--- config.mk ---
export PLATFORM = sky130hd
export DESIGN_NAME = register_file_param_flat
export DESIGN_NICKNAME = d
export VERILOG_FILES = /design/src/rtl/register_file_param_if.sv /design/src/rtl/register_file_param.sv /design/src/flat_wrapper.sv
export SDC_FILE = /design/constraint.sdc
export NUM_CORES = 2
export LEC_CHECK = 0
export CAP_MARGIN = 15
export CORE_ASPECT_RATIO = 0.75
export CORE_UTILIZATION = 50
export CTS_BUF_LIST = sky130_fd_sc_hd__clkbuf_2
export CTS_CLUSTER_DIAMETER = 30
export DETAILED_ROUTE_END_ITERATION = 12
export GPL_ROUTABILITY_DRIVEN = 0
export PLACE_DENSITY = 0.66
export SLEW_MARGIN = 20
export SYNTH_ARGS = -nofsm -noshare
export SYNTH_HDL_FRONTEND = slang
export SYNTH_SLANG_ARGS = --single-unit
--- constraint.sdc ---
create_clock -name clk -period 2.1 [get_ports clk]
set_input_delay 0.315 -clock clk [delete_from_list [all_inputs] [get_ports clk]]
set_output_delay 0.315 -clock clk [all_outputs]
set_load 0.03 [all_outputs]
--- src/rtl/register_file_param_if.sv ---
// Register-file access bundle: one write port, NUM_RD packed read ports,
// and the bulk-clear request/busy pair. The master drives requests and the
// slave (the register file) returns ready, read data and busy.
interface register_file_param_if #(
  parameter int DATA_W = 32,
  parameter int ADDR_W = 5,
  parameter int NUM_RD = 2
) ();
  logic                       we;
  logic [ADDR_W-1:0]          waddr;
  logic [DATA_W-1:0]          wdata;
  logic                       wr_rdy;
  logic [NUM_RD*ADDR_W-1:0]   raddr;
  logic [NUM_RD*DATA_W-1:0]   rdata;
  logic                       clr_req;
  logic                       busy;

  modport master (
    output we, waddr, wdata, raddr, clr_req,
    input  wr_rdy, rdata, busy
  );

  modport slave (
    input  we, waddr, wdata, raddr, clr_req,
    output wr_rdy, rdata, busy
  );
endinterface

--- src/rtl/register_file_param.sv ---
// Parametrised integer register file with NUM_RD combinational read ports,
// optional hardwired-zero entry 0 and a sequential bulk-clear sweep.
// Optional feature macro: REGFILE_BYPASS_EN -- when defined, a write that
// commits this cycle is forwarded to any read port addressing the same
// entry; when undefined, reads show the pre-write value until the edge.
module register_file_param #(
  parameter int DATA_W   = 32,
  parameter int ADDR_W   = 5,
  parameter int NUM_RD   = 2,
  parameter int ZERO_REG = 1
) (
  input  logic                  clk,
  input  logic                  rst_n,
  register_file_param_if.slave  bus
);
  localparam int DEPTH = 1 << ADDR_W;
  // ptr is one bit wider than an address so the terminal compare cannot alias
  localparam logic [ADDR_W:0] LAST_PTR = (ADDR_W + 1)'(DEPTH - 1);

  typedef enum logic {
    IDLE  = 1'b0,
    CLEAR = 1'b1
  } state_t;

  state_t             state;
  logic [ADDR_W:0]    ptr;
  logic               busy_reg;
  logic [DATA_W-1:0]  mem [DEPTH];

  logic               wr_rdy;
  logic               commit;
  logic               wr_keep;

  // Writes are accepted only outside reset and outside the clear sweep
  assign wr_rdy  = rst_n && !busy_reg;
  assign commit  = bus.we && wr_rdy;
  // A committed write to entry 0 is silently dropped when it is hardwired
  assign wr_keep = commit && !((ZERO_REG != 0) && (bus.waddr == '0));

  assign bus.wr_rdy = wr_rdy;
  assign bus.busy   = busy_reg;

  // Control FSM: IDLE accepts writes, CLEAR sweeps ptr over every entry once
  always_ff @(posedge clk or negedge rst_n) begin
    if (!rst_n) begin
      state    <= IDLE;
      ptr      <= '0;
      busy_reg <= 1'b0;
    end else begin
      case (state)
        IDLE: begin
          if (bus.clr_req) begin
            state    <= CLEAR;
            ptr      <= '0;
            busy_reg <= 1'b1;
          end
        end
        CLEAR: begin
          // clr_req is ignored here so a second pulse cannot stretch the sweep
          ptr <= ptr + 1'b1;
          if (ptr == LAST_PTR) begin
            state    <= IDLE;
            busy_reg <= 1'b0;
          end
        end
        default: begin
          state    <= IDLE;
          busy_reg <= 1'b0;
        end
      endcase
    end
  end

  // Storage: async zero on reset, sweep zeroing in CLEAR, normal writes in IDLE
  always_ff @(posedge clk or negedge rst_n) begin
    if (!rst_n) begin
      for (int i = 0; i < DEPTH; i++) begin
        mem[i] <= '0;
      end
    end else if (state == CLEAR) begin
      mem[ptr[ADDR_W-1:0]] <= '0;
    end else if (wr_keep) begin
      mem[bus.waddr] <= bus.wdata;
    end
  end

  // Independent read ports, each with zero-register and busy gating on top
  generate
    for (genvar gi = 0; gi < NUM_RD; gi++) begin : g_rd
      logic [ADDR_W-1:0] ra;
      logic [DATA_W-1:0] rd;

      assign ra = bus.raddr[gi*ADDR_W +: ADDR_W];

      // Priority: busy, then hardwired zero, then bypass, then stored value
      always_comb begin
        rd = mem[ra];
`ifdef REGFILE_BYPASS_EN
        if (commit && (ra == bus.waddr)) begin
          rd = bus.wdata;
        end
`endif
        if ((ZERO_REG != 0) && (ra == '0)) begin
          rd = '0;
        end
        if (busy_reg) begin
          rd = '0;
        end
      end

      assign bus.rdata[gi*DATA_W +: DATA_W] = rd;
    end
  endgenerate
endmodule

--- src/flat_wrapper.sv ---
// flat-port wrapper written by rule: the top's interface ports become plain ports
module register_file_param_flat 
#(
  parameter int DATA_W   = 32,
  parameter int ADDR_W   = 5,
  parameter int NUM_RD   = 2,
  parameter int ZERO_REG = 1
)
  (clk, rst_n, bus_we, bus_waddr, bus_wdata, bus_raddr, bus_clr_req, bus_wr_rdy, bus_rdata, bus_busy);
  register_file_param_if #(.DATA_W(DATA_W), .ADDR_W(ADDR_W), .NUM_RD(NUM_RD)) bus_i ();
  input  logic clk;
  input  logic rst_n;
  input wire logic [$bits(bus_i.we)-1:0] bus_we;
  input wire logic [$bits(bus_i.waddr)-1:0] bus_waddr;
  input wire logic [$bits(bus_i.wdata)-1:0] bus_wdata;
  input wire logic [$bits(bus_i.raddr)-1:0] bus_raddr;
  input wire logic [$bits(bus_i.clr_req)-1:0] bus_clr_req;
  output wire logic [$bits(bus_i.wr_rdy)-1:0] bus_wr_rdy;
  output wire logic [$bits(bus_i.rdata)-1:0] bus_rdata;
  output wire logic [$bits(bus_i.busy)-1:0] bus_busy;
  assign bus_i.we = bus_we;
  assign bus_i.waddr = bus_waddr;
  assign bus_i.wdata = bus_wdata;
  assign bus_i.raddr = bus_raddr;
  assign bus_i.clr_req = bus_clr_req;
  assign bus_wr_rdy = bus_i.wr_rdy;
  assign bus_rdata = bus_i.rdata;
  assign bus_busy = bus_i.busy;
  register_file_param #(.DATA_W(DATA_W), .ADDR_W(ADDR_W), .NUM_RD(NUM_RD), .ZERO_REG(ZERO_REG)) u_core (.clk(clk), .rst_n(rst_n), .bus(bus_i));
endmodule
==> flow_summary.yaml <==
floorplan:
  start_util_pct: 50.84
  dieArea_mm2: 0.1069
  num_rows: 102
  io_pins: 117
  die_w_um: 377.3
  core_mm2: 0.1039
  die_h_um: 283.5
worst_setup_path:
  path_max_fanout: 8
  crit_arrival_ns: 3.81
  r2r-start: "u_core.bus.busy$_DFFE_PN0P_"
  regToRegSetupSlack_ns: -0.46
  startpoint: "u_core.bus.busy$_DFFE_PN0P_"
  crit_path_end_kind: "output port"
  critPathKind: "register to output port"
  crit_path_frequent_cell: "buf_12"
  r2r_cells: 11
  path_cells: "buf_8, nor4b_4, buf_4, buf_12, clkbuf_16, a22oi_2, nand4_1, buf_12"
  required_ns: 1.78
  startpoint_type: "register"
  slowest_stage: "dfrtp_2"
  cpPeakStageDelay_ns: 0.54
  r2r-end: "u_core.mem[840]$_DFFE_PN0P_"
finish:
  largest_reg_flops: 994
  design_area_mm2: 0.06726
  drive_above_1_share_pct: 30.60
  reg_top3: "u_core.mem: 994 flops, u_core.ptr: 6 flops"
  final_nets: 5216
  fin_cells: 6749
  largest-register: "u_core.mem"
  area_growth_pct: 27.36
cts:
  htree_levels: 5
  root_buffer: "clkbuf_2"
  path_clk_slew_ns: 0.11
  clk_path_buf_depth: 4
  clk-insertion-delay-late_ns: 1.75
  clock-sinks: 1002
  numCtsBuffers: 277
  cts_tree: "yes"
yosys:
  synth_fp_nets: 4615
  avgSynthCellArea_um2: 11.58
  synth-edff-count: 0
  synth_cell_types: 50
  synthTopCellsByArea: "dfrtp_1, a22o_1, mux2i_1"
  syn_inst: 4560
  synth.most_common_cell: "dfrtp_1"
  synth.yosys.warnings: 0
  synth_top_area_share_pct: 47.48
  async_flop_share_pct: 100.0
  yosys_register_bits: 1002
  synth.top_cells.by_count: "dfrtp_1, a22o_1, mux2i_1, nand2_1, clkbuf_1"
  ys_seq_area_share_pct: 47.48
  syn_area_mm2: 0.05281
  synth.largest_area_cell: "dfrtp_1"
  synth_flop_cell: "dfrtp_1"
outcome:
  violations: "setup timing"
  run_status: "complete, but fails checks"
pwr:
  seqPwrFrac_pct: 44.0
  powerDensity_mw_per_mm2: 788.1
  p_leak_uw: 0.03098
  power_uw: 53010
  vdd_drop_max_v: 0.0007117
  p_switching_uw: 19560
  p_int_uw: 33450
  pwr-share-comb_pct: 28.7
  swShare_pct: 36.90
  p_clk_share_pct: 27.3
timing:
  setup-violations-final: 1163
  period_minus_slack_ns: 4.122
  hold_viol_final: 0
  setup_ws_ns: -2.022
  drv_slew: 0
  max-slew-margin-rel_pct: 19.08
  rsz0062_at_grt: "true"
  max_freq_ghz: 0.2426
  final.setup_skew_ns: 0.1215
  worst_pin_slew_ns: 1.214
  min_period_over_period_pct: 196.3
placed_design:
  placed_area_mm2: 0.06077
  hpwl_um: 139000
  dp.cells: 6111
  port_buffers: 116
route:
  routed_wl_um: 228000
  vias: 48260
  via_per_inst: 7.151
  wl_per_cell_um: 33.78
  drc: 0
  drt-initial-drc-count: 7452
  drtAntennaViolNets: 0
  drt-pass1-iter-count: 8
grt:
  first_global_vias: 46420
  grt_pass1_wl_um: 318300
  antenna_found_initial: 6
  grt_use_total_pct: 40.61
  grt_overflow: 0
  grt_max_degree: 156
worst_hold_path:
  hp-class: "input port to register"
  hold_depth: 5
  hp-start: "bus_wdata[7]"
  min_to: "u_core.mem[615]$_DFFE_PN0P_"
run:
  drv_cap: 0
## critical path: cells and delay by family, from the launching register on
| kind | cells | cell delay (ns) |
|---|---|---|
| and+or+nand+nor | 2 | 0.56 |
| DFF | 1 | 0.54 |
| AOI/OAI and AO/OA | 1 | 0.08 |
| buffers and inverters | 5 | 0.96 |
## layout make-up
type	instances	area, um2
Antenna cell	12	30.03
Clock buffer	375	1877
Clock inverter	76	514.2
Fill cell	7892	36620
Inverter	6	22.52
Multi-Input combinational cell	3005	26910
Sequential cell	1002	25080
Tap cell	1404	1757
Timing Repair Buffer	869	11080
## through the flow
stage	worst slack, ns	hold WS, ns	utilization, %	TNS, ns
final	-2.022	0.1327	64.75	-445.32
after global routing	-2.062	0.07279	64.74	-472.40
after detailed placement	-0.8393	0.3513	58.50	-228.21
after floorplan	-0.06727	0.01941	-	-0.6453
after CTS	-1.994	0.007820	63.24	-355.78
after global placement	-0.9051	0.3486	58.50	-216.00
## logic make-up after synthesis
logic type	count (synthesis)	synth area share, %
adder cells (fa/ha/maj)	4	0.09477
buffers and inverters	553	4.596
multiplexers	767	19.11
flip-flops	1002	47.48
AND/OR/NAND/NOR	690	6.397
AO/OA/AOI/OAI	1540	22.26
XOR/XNOR	4	0.06635
## how the worst max path moves through the flow
stage	end	slack, ns	cells after the start
after floorplan	bus_rdata[11]	-0.07	7
after global placement	bus_rdata[39]	-0.91	11
after detailed placement	bus_rdata[39]	-0.84	11
after CTS	bus_rdata[60]	-1.99	7
after global routing	bus_rdata[35]	-2.06	8
final	bus_rdata[35]	-2.02	8
## placed cells by master (no fill, tap or decap), drive strengths merged, types with 45 or more instances in the layout
cell type / count
mux4: 193
clkbuf: 398
clkinv: 65
a221oi: 62
a22o: 800
o22ai: 194
nand2: 521
o21ai: 257
a22oi: 189
buf: 723
mux2i: 574
nand4: 64
dlygate4sd3: 76
clkdlybuf4s50: 45
dfrtp: 1002
## per-layer routing
layer  share of wire [%]  vias to the layer above  GRT usage [%]
li1                    -                    18980              -
met1                  37                    24110          56.60
met2                  40                     4381          55.02
met3                  16                      781          15.21
met4                 6.2                        6          20.57
met5               0.094                        -         0.6739
## power groups by stage
| stage | combinational, uW | sequential, uW | clock [uW] |
|---|---|---|---|
| global route | 15800 | 23500 | 15500 |
| global placement | 13100 | 23400 | 0 |
| detailed placement | 13300 | 23500 | 0 |
| floorplan | 6870 | 22900 | 0 |
| CTS | 14300 | 23100 | 14500 |
| finish | 15200 | 23300 | 14500 |
## timing repair
action	CTS	global route
endpoints found under the hold margin	2002	0
setup endpoints to repair	1045	1273
setup buffers	31	25
hold buffers	77	0
resized for setup	201	217
gates cloned	23	28
pin swaps	81	87
Power figures use the tool's default switching activity.
